<file path="config.mk">
export PLATFORM = sky130hd
export DESIGN_NAME = regfile_wport_arbiter_flat
export DESIGN_NICKNAME = d
export VERILOG_FILES = /design/src/rtl/regfile_pkg.sv /design/src/rtl/regfile_wport_arbiter_if.sv /design/src/rtl/regfile_clear_seq.sv /design/src/rtl/regfile_wport_arbiter.sv /design/src/flat_wrapper.sv
export SDC_FILE = /design/constraint.sdc
export NUM_CORES = 1
export LEC_CHECK = 0
export BUFFER_PORTS_ARGS = -buffer_cell sky130_fd_sc_hd__clkbuf_2
export CORE_MARGIN = 5
export CORE_UTILIZATION = 35
export CTS_CLUSTER_DIAMETER = 40
export DETAILED_ROUTE_END_ITERATION = 8
export PLACE_DENSITY = 0.74
export SLEW_MARGIN = 20
export SYNTH_ARGS = -nofsm -noshare
export SYNTH_HDL_FRONTEND = slang
export SYNTH_SLANG_ARGS = --single-unit
</file>
<file path="constraint.sdc">
create_clock -name clk -period 1.8 [get_ports clk]
set_input_delay 0.18 -clock clk [delete_from_list [all_inputs] [get_ports clk]]
set_output_delay 0.18 -clock clk [all_outputs]
set_load 0.02 [all_outputs]
</file>
<file path="src/rtl/regfile_pkg.sv">
// Shared types for the ID-stage register-file write port.
// Declarations only; no logic.
package regfile_pkg;

    localparam int REG_ADDR_W = 5;
    localparam int NUM_REGS   = 32;
    localparam int DATA_W     = 32;

    localparam logic [REG_ADDR_W-1:0] LAST_REG = REG_ADDR_W'(NUM_REGS - 1);

    typedef enum logic {
        CLEAR = 1'b0,
        RUN   = 1'b1
    } wport_state_t;

    typedef struct packed {
        logic [REG_ADDR_W-1:0] rd;
        logic [DATA_W-1:0]     data;
    } wreq_t;

endpackage

</file>
<file path="src/rtl/regfile_wport_arbiter_if.sv">
// Bundle of the two writeback request channels and the register-file write port.
// slave = arbiter view, master = requester / register-file side.
interface regfile_wport_arbiter_if
    import regfile_pkg::*;
#(
    parameter int WIDTH = DATA_W
);

    logic                  a_valid;
    logic [REG_ADDR_W-1:0] a_rd;
    logic [WIDTH-1:0]      a_data;
    logic                  a_ready;

    logic                  b_valid;
    logic [REG_ADDR_W-1:0] b_rd;
    logic [WIDTH-1:0]      b_data;
    logic                  b_ready;

    logic [REG_ADDR_W-1:0] rf_rd_addr;
    logic [WIDTH-1:0]      rf_write_data;
    logic                  rf_regWrite;
    logic                  init_done;

    modport slave (
        input  a_valid, a_rd, a_data,
        output a_ready,
        input  b_valid, b_rd, b_data,
        output b_ready,
        output rf_rd_addr, rf_write_data, rf_regWrite, init_done
    );

    modport master (
        output a_valid, a_rd, a_data,
        input  a_ready,
        output b_valid, b_rd, b_data,
        input  b_ready,
        input  rf_rd_addr, rf_write_data, rf_regWrite, init_done
    );

endinterface

</file>
<file path="src/rtl/regfile_clear_seq.sv">
// Post-reset clear sequencer: walks x1..x31 once, then flags the write port live.
// Latency: one address per cycle, 31 cycles total; no backpressure (owns the port while clearing).
module regfile_clear_seq
    import regfile_pkg::*;
(
    input  logic                  clk,
    input  logic                  rst,
    output logic                  clr_vld,
    output logic [REG_ADDR_W-1:0] clr_addr,
    output logic                  init_done
);

    wport_state_t          state_q, state_d;
    logic [REG_ADDR_W-1:0] clear_cnt_q, clear_cnt_d;

    always_ff @(posedge clk or negedge rst) begin
        if (!rst) begin
            state_q     <= CLEAR;
            clear_cnt_q <= REG_ADDR_W'(1);
        end else begin
            state_q     <= state_d;
            clear_cnt_q <= clear_cnt_d;
        end
    end

    always_comb begin
        state_d     = state_q;
        clear_cnt_d = clear_cnt_q;
        clr_vld     = 1'b0;
        case (state_q)
            CLEAR: begin
                clr_vld     = 1'b1;
                clear_cnt_d = clear_cnt_q + 1'b1;
                if (clear_cnt_q == LAST_REG) begin
                    state_d = RUN;
                end
            end
            RUN: begin
                clear_cnt_d = clear_cnt_q;
            end
        endcase
    end

    assign clr_addr  = clear_cnt_q;
    assign init_done = (state_q == RUN);

endmodule

</file>
<file path="src/rtl/regfile_wport_arbiter.sv">
// Register-file write-port owner: clears x1..x31 after reset, then arbitrates A (ALU) over B (load/mul).
// Latency: accepted write shows on rf_* one cycle after the accepting edge; x0 writes keep rf_regWrite low.
// Backpressure: readies low while clearing; b_ready only when A idle (REGFILE_STARVE_GUARD_EN forces B after STARVE_LIMIT losses).
module regfile_wport_arbiter
    import regfile_pkg::*;
#(
    parameter int WIDTH = DATA_W
`ifdef REGFILE_STARVE_GUARD_EN
    ,
    parameter int STARVE_LIMIT = 4
`endif
) (
    input  logic                   clk,
    input  logic                   rst,
    regfile_wport_arbiter_if.slave wp
);

    logic                  clr_vld;
    logic [REG_ADDR_W-1:0] clr_addr;
    logic                  init_done;
    logic                  run;
    logic                  starve_force;
    logic                  a_acc;
    logic                  b_acc;

    wreq_t                 out_q, out_d;
    logic                  rf_we_q, rf_we_d;

    regfile_clear_seq u_clear_seq (
        .clk       (clk),
        .rst       (rst),
        .clr_vld   (clr_vld),
        .clr_addr  (clr_addr),
        .init_done (init_done)
    );

    assign run = init_done;

`ifdef REGFILE_STARVE_GUARD_EN
    localparam int                  STARVE_W   = $clog2(STARVE_LIMIT + 1);
    localparam logic [STARVE_W-1:0] STARVE_MAX = STARVE_W'(STARVE_LIMIT);

    logic [STARVE_W-1:0] starve_cnt_q, starve_cnt_d;

    assign starve_force = run && (starve_cnt_q == STARVE_MAX);

    always_comb begin
        starve_cnt_d = starve_cnt_q;
        if (b_acc) begin
            starve_cnt_d = '0;
        end else if (run && wp.a_valid && wp.b_valid && (starve_cnt_q != STARVE_MAX)) begin
            starve_cnt_d = starve_cnt_q + 1'b1;
        end
    end

    always_ff @(posedge clk or negedge rst) begin
        if (!rst) begin
            starve_cnt_q <= '0;
        end else begin
            starve_cnt_q <= starve_cnt_d;
        end
    end
`else
    assign starve_force = 1'b0;
`endif

    // A and B readies are mutually exclusive whenever A is pending, so at most one accept per edge.
    assign wp.a_ready = run && !starve_force;
    assign wp.b_ready = run && (starve_force || !wp.a_valid);

    assign a_acc = wp.a_valid && wp.a_ready;
    assign b_acc = wp.b_valid && wp.b_ready;

    always_comb begin
        out_d   = out_q;
        rf_we_d = 1'b0;
        if (clr_vld) begin
            out_d.rd   = clr_addr;
            out_d.data = '0;
            rf_we_d    = 1'b1;
        end else if (a_acc) begin
            out_d.rd   = wp.a_rd;
            out_d.data = DATA_W'(wp.a_data);
            rf_we_d    = (wp.a_rd != '0);
        end else if (b_acc) begin
            out_d.rd   = wp.b_rd;
            out_d.data = DATA_W'(wp.b_data);
            rf_we_d    = (wp.b_rd != '0);
        end
    end

    always_ff @(posedge clk or negedge rst) begin
        if (!rst) begin
            out_q   <= '0;
            rf_we_q <= 1'b0;
        end else begin
            out_q   <= out_d;
            rf_we_q <= rf_we_d;
        end
    end

    assign wp.rf_regWrite   = rf_we_q;
    assign wp.rf_rd_addr    = out_q.rd;
    assign wp.rf_write_data = WIDTH'(out_q.data);
    assign wp.init_done     = init_done;

endmodule

</file>
<file path="src/flat_wrapper.sv">
// flat-port wrapper written by rule: the top's interface ports become plain ports
module regfile_wport_arbiter_flat import regfile_pkg::*;
#(
    parameter int WIDTH = DATA_W

)
  (clk, rst, wp_a_valid, wp_a_rd, wp_a_data, wp_a_ready, wp_b_valid, wp_b_rd, wp_b_data, wp_b_ready, wp_rf_rd_addr, wp_rf_write_data, wp_rf_regWrite, wp_init_done);
  regfile_wport_arbiter_if #(.WIDTH(WIDTH)) wp_i ();
  input  logic clk;
  input  logic rst;
  input wire logic [$bits(wp_i.a_valid)-1:0] wp_a_valid;
  input wire logic [$bits(wp_i.a_rd)-1:0] wp_a_rd;
  input wire logic [$bits(wp_i.a_data)-1:0] wp_a_data;
  output wire logic [$bits(wp_i.a_ready)-1:0] wp_a_ready;
  input wire logic [$bits(wp_i.b_valid)-1:0] wp_b_valid;
  input wire logic [$bits(wp_i.b_rd)-1:0] wp_b_rd;
  input wire logic [$bits(wp_i.b_data)-1:0] wp_b_data;
  output wire logic [$bits(wp_i.b_ready)-1:0] wp_b_ready;
  output wire logic [$bits(wp_i.rf_rd_addr)-1:0] wp_rf_rd_addr;
  output wire logic [$bits(wp_i.rf_write_data)-1:0] wp_rf_write_data;
  output wire logic [$bits(wp_i.rf_regWrite)-1:0] wp_rf_regWrite;
  output wire logic [$bits(wp_i.init_done)-1:0] wp_init_done;
  assign wp_i.a_valid = wp_a_valid;
  assign wp_i.a_rd = wp_a_rd;
  assign wp_i.a_data = wp_a_data;
  assign wp_a_ready = wp_i.a_ready;
  assign wp_i.b_valid = wp_b_valid;
  assign wp_i.b_rd = wp_b_rd;
  assign wp_i.b_data = wp_b_data;
  assign wp_b_ready = wp_i.b_ready;
  assign wp_rf_rd_addr = wp_i.rf_rd_addr;
  assign wp_rf_write_data = wp_i.rf_write_data;
  assign wp_rf_regWrite = wp_i.rf_regWrite;
  assign wp_init_done = wp_i.init_done;
  regfile_wport_arbiter #(.WIDTH(WIDTH)) u_core (.clk(clk), .rst(rst), .wp(wp_i));
endmodule
</file>
==> results.cfg, run 1 <==
[layout]
syn_to_final_growth_pct = 35.6
nets = 396
nFillCells = 606
regArea_mm2 = 0.00110
num_antenna_cells = 0
fin_cells = 394
drive_above_1_share_pct = 43.8
multi_input_area_mm2 = 0.00104

[synth]
synth_nets = 282
ys_warn_count = 0
syn_area_mm2 = 0.00227
ys_ff_latch = 44
synth-edff-count = 0
synthArstFlopShare_pct = 100
synthAdderAreaFrac_pct = 1.10
synthMuxAreaShare_pct = 15.1
synthXorXnorAreaFrac_pct = 1.16
yosys.area_share.simple_pct = 9.96
synth_top_family_by_area = compound AO/OA/AOI/OAI gates
synth_compound_area_share_pct = 18.6
synthCells = 202
synth.distinct_cells = 32
syn_area_per_cell_um2 = 11.3
synth_flop_cell = dfrtp_1
yosysSeqAreaShare_pct = 48.5

[sta]
rsz0062_at_grt = false
fin_tns_setup_ns = 0
finalMaxSlewViolations = 0
skew_ns = 0.0141
finalCritPeriodShare_pct = 85.5
fmax_ghz = 0.650
fin_ws_ns = 0.261
setup_viol = 0
worst_pin_slew_ns = 0.605
hold_slack_ns = 0.132
maxSlewHeadroom_pct = 59.7
final.min_clock_period_ns = 1.54
hold_viol = 0

[die]
fp-row-count = 29
die_y_um = 90.6
coreArea_mm2 = 0.00635
ios = 119
die_area_mm2 = 0.00821
initial_core_util_pct = 35.8
chipWidth_um = 90.6

[cts]
htreeDepth = 2
cts.repair.resized = 0
cts_buffers = 5
cts-root-buf = clkbuf_8
clock_path_buffers = 2
path_clk_slew_ns = 0.09
cts_tree = built
cts.sinks = 44
cts_hold_buf = 1
clk_latency_ns = 0.29
cts_setup_buffers = 0

[placed_design]
dp_hpwl_um = 4340
dp.cells = 385
place.port_buffers = 118
place_ws_ns = 0.344
globalplace.congestion = 0.724

[drt]
num_vias = 1939
wirelength_um = 5690
drt_iter0_drc = 29
wl_per_cell_um = 14.4
drt_pre_antenna_iters = 4
ant_nets = 0
drc = 0
viasPerCell = 4.92

[power]
p_leak_nw = 1.68
power_density_mw_per_mm2 = 796
finalPower_w = 0.00245
ir_drop_uv = 351

[setup_path]
r2r_end = u_core.u_clear_seq.clr_addr[4]
crit_path_start_kind = flop
endpoint = wp_a_ready
r2r_start = u_core.u_clear_seq.clr_addr[0]
end_kind = output pin
rrSetupSlack_ns = 0.34
path_class = reg -> out
cp-startpoint = u_core.u_clear_seq.init_done
crit_path_max_fanout = 20
arrival_ns = 1.36
cp.required_ns = 1.62
reg2reg_depth = 4

[grt]
grt_pass1_wl_um = 9720
grt_antenna_before_repair = 0
grt_pass1_vias = 2076
overflow = 0
groute.usage.overall_pct = 14.0
grt_max_degree = 70

[job]
maxCapViolations = 0

[hold_path]
holdPathStages = 2
hold_class = in -> reg

[run_status]
status = completed
==> routing by layer <==
layer | up-vias | GRT usage, % | wire length, um
li1 | 950 | - | -
met1 | 911 | 17.1 | 2370
met2 | 74 | 23.5 | 2770
met3 | 4 | 5.42 | 511
met4 | 0 | 2.98 | 32
met5 | - | 0 | 0
==> placed cells by master, fill, tap and decap left out, types with 2 or more instances in the layout <==
cell / count
a211oi_1: 4
buf_12: 4
buf_4: 2
clkbuf_2: 118
clkbuf_8: 7
dfrtp_1: 43
ha_1: 2
inv_1: 4
mux2_2: 2
mux2i_1: 32
nand2_1: 32
nor2b_1: 7
o211a_1: 32
o21ai_0: 4
o22ai_1: 4
xnor2_1: 3
==> worst max-delay path, cell delays in order (launching register included) <==
cell	delay, ns
dfrtp_1	0.55
buf_4	0.31
clkbuf_2	0.21
==> cell usage after synthesis, drive strengths merged, types with 2 or more instances <==
library cell	instances	area [um^2]
clkbuf	6	22.5
mux2i	32	320
o22ai	4	25.0
nor2b	7	43.8
mux2	2	22.5
inv	5	18.8
a211oi	4	30.0
buf	12	86.3
o21ai	5	25.0
xnor2	3	26.3
ha	2	25.0
nand2	32	120
dfrtp	43	1080
o211a	32	320
==> final cells by class <==
cell class,instances,area share [%]
inverter,5,0.609
clock buffer,7,3.12
sequential,44,35.7
clock inverter,1,0.974
multi-input combinational,135,33.9
tap,77,3.12
timing repair buffer,125,22.6
==> worst min-delay path by stage <==
stage,from,endpoint,slack (ns)
detailed placement,rst,u_core.wp.rf_write_data[6],0.22
global placement,rst,u_core.wp.rf_write_data[6],0.22
global route,wp_a_data[6],u_core.wp.rf_write_data[6],0.12
finish,wp_a_data[6],u_core.wp.rf_write_data[6],0.13
CTS,wp_a_data[6],u_core.wp.rf_write_data[6],0.12
floorplan,rst,u_core.u_clear_seq.clr_addr[1],-0.12
==> where the power goes <==
group          total, W  internal [W]  switching [W]
Clock          0.000819      0.000490       0.000329
Sequential      0.00111       0.00107      0.0000403
Combinational  0.000528      0.000242       0.000286
Total           0.00245       0.00180       0.000655
==> sequential cells by signal, indices dropped and copies added, names as in the netlist <==
name and count:
u_core.wp.rf_write_data 32, u_core.u_clear_seq.init_done 1, u_core.wp.rf_regWrite 1, u_core.u_clear_seq.clr_addr 5
u_core.wp.rf_rd_addr 5
==> cells by family (layout without fill, tap and decap cells) <==
| family | Yosys count | count (layout) |
|---|---|---|
| AOI/OAI and AO/OA | 48 | 48 |
| xor gates and xnor gates | 3 | 3 |
| adders and majority gates | 2 | 2 |
| buffers and inverters | 23 | 138 |
| DFF | 44 | 44 |
| muxes | 34 | 34 |
| and+or+nand+nor | 48 | 48 |
==> stage by stage <==
stage	cell area, um^2	utilization [%]
after floorplan	2270	-
after detailed placement	2950	46.4
final	3080	48.6
after CTS	3080	48.6
after global placement	2950	46.4
after global routing	3080	48.6
Power figures use the tool's default switching activity.
==> inputs of run 2 (changes only) <==
--- a/config.mk
+++ b/config.mk
@@ -7,10 +7,10 @@
 export LEC_CHECK = 0
 export BUFFER_PORTS_ARGS = -buffer_cell sky130_fd_sc_hd__clkbuf_2
 export CORE_MARGIN = 5
-export CORE_UTILIZATION = 35
+export CORE_UTILIZATION = 45
 export CTS_CLUSTER_DIAMETER = 40
 export DETAILED_ROUTE_END_ITERATION = 8
-export PLACE_DENSITY = 0.74
+export PLACE_DENSITY = 0.89
 export SLEW_MARGIN = 20
 export SYNTH_ARGS = -nofsm -noshare
 export SYNTH_HDL_FRONTEND = slang
==> run 2 against run 1 <==
Against the previous run: global-route usage rose by 3.2 points; critical path depth rose by 2; worst hold slack barely moved; register-to-register slack improved by 0.03 ns; clock power fell by 20%; critical endpoint is now u_core.u_clear_seq.clr_addr[4]; largest cell class unchanged.
==> results.cfg, run 2 (synthesis gave the netlist of run 1 again) <==
[run_status]
status = completed

[sta]
finalCritPeriodShare_pct = 79.5
rsz0062_at_grt = false
worst_pin_slew_ns = 0.536
fin_tns_setup_ns = 0
final.min_clock_period_ns = 1.43
skew_ns = 0.00524
fmax_ghz = 0.699
fin_ws_ns = 0.369
hold_viol = 0
finalMaxSlewViolations = 0
setup_viol = 0
maxSlewHeadroom_pct = 64.3

[drt]
drt_pre_antenna_iters = 4
num_vias = 1963
wl_per_cell_um = 14.1
viasPerCell = 5.10
drt_iter0_drc = 60
wirelength_um = 5450
ant_nets = 0
drc = 0

[grt]
grt_pass1_wl_um = 8910
groute.usage.overall_pct = 17.2
grt_antenna_before_repair = 0
overflow = 0
grt_pass1_vias = 2035
grt_max_degree = 38

[die]
die_area_mm2 = 0.00658
chipWidth_um = 81.1
ios = 119
coreArea_mm2 = 0.00482
initial_core_util_pct = 47.2
die_y_um = 81.1
fp-row-count = 25

[job]
maxCapViolations = 0

[setup_path]
r2r_start = u_core.u_clear_seq.clr_addr[0]
crit_path_max_fanout = 3
end_kind = flop
arrival_ns = 1.61
cp.required_ns = 1.97
cp-startpoint = u_core.u_clear_seq.clr_addr[0]
crit_path_start_kind = flop
path_class = reg -> reg

[power]
net-switching-power_w = 0.000632
switching_share_pct = 27.6
power_density_mw_per_mm2 = 755
finalPower_w = 0.00229
p_leak_nw = 1.67
p_comb_share_pct = 22.9
pwr-share-clk_pct = 28.7
ir_drop_uv = 336
seq_power_share_pct = 48.5
internal_power_w = 0.00165

[layout]
num_antenna_cells = 0
syn_to_final_growth_pct = 33.1
drive_above_1_share_pct = 43.7
largest_reg_flops = 32
nets = 397
finalInstanceArea_mm2 = 0.00303
final_common_cell = clkbuf_2
layout_common_cells = clkbuf_2 (118), dfrtp_1 (43), mux2i_1 (32), nand2_1 (32), o211a_1 (32)
post-route-util_pct = 62.9

[placed_design]
place_ws_ns = 0.364
dp_hpwl_um = 4220
globalplace.congestion = 0.762
place.port_buffers = 118
dpl_cell_area_mm2 = 0.00292

[cts]
cts.repair.resized = 0
cts_buffers = 5
htreeDepth = 2
path_clk_slew_ns = 0.08
cts-root-buf = clkbuf_8
clock_path_buffers = 2
cts.sinks = 44
clk_latency_ns = 0.28
cts_tree = built

[hold_path]
hold_class = in -> reg
hp-start = wp_a_data[24]
[run 2: changes by cell type in the layout (fill, tap and decap cells not counted)]
cell	change
clkbuf_1	+1
buf_12	-2
bufinv_16	-1
buf_4	+3
[run 2: repair_timing]
action                                  4_1_cts  5_1_grt
endpoints found under the hold margin        19        0
setup buffers                                 0        0
hold buffers                                  1        0
endpoints found under the setup margin        0        0
[run 2: per-layer routing]
layer	global-route usage, %	wire length, um
met5	0	0
met3	4.43	410
met2	31.4	2740
met4	6.25	99
met1	19.3	2190
[run 2: through the flow]
stage / hold WS (ns) / cells
after floorplan: -0.116 / 202
after global placement: 0.176 / 376
after detailed placement: 0.193 / 376
after CTS: 0.121 / 385
after global routing: 0.117 / 385
final: 0.132 / 385
[run 2: layout make-up]
type,instances,area [um^2]
Tap cell,67,83.8
Fill cell,402,1790
Timing Repair Buffer,126,678
Multi-Input combinational cell,135,1040
Clock buffer,8,100
Inverter,5,18.8
Sequential cell,44,1100
[run 2: power groups by stage]
stage          Clock, W  Sequential (W)  Combinational [W]
4_1_cts        0.000696         0.00111           0.000530
2_1_floorplan         0         0.00122           0.000203
3_5_place_dp          0         0.00113           0.000527
6_report       0.000656         0.00111           0.000523
5_1_grt        0.000739         0.00112           0.000574
3_3_place_gp          0         0.00112           0.000515
[run 2: worst paths after layout]
path	to	slack, ns	cells past startpoint
min in group asynchronous	u_core.wp.rf_write_data[6]	0.41	2
max in group asynchronous	u_core.u_clear_seq.clr_addr[0]	0.80	3
setup reg to reg	u_core.u_clear_seq.clr_addr[4]	0.37	4
setup / recovery	u_core.u_clear_seq.clr_addr[4]	0.37	4
hold reg to reg	u_core.u_clear_seq.clr_addr[0]	0.50	1
hold / removal	u_core.wp.rf_write_data[24]	0.13	2
[run 2: critical path: stages (launching register included)]
cell and delay (ns):
dfstp_2 0.55, ha_1 0.15, and3_1 0.15, ha_1 0.21
mux2_2 0.25
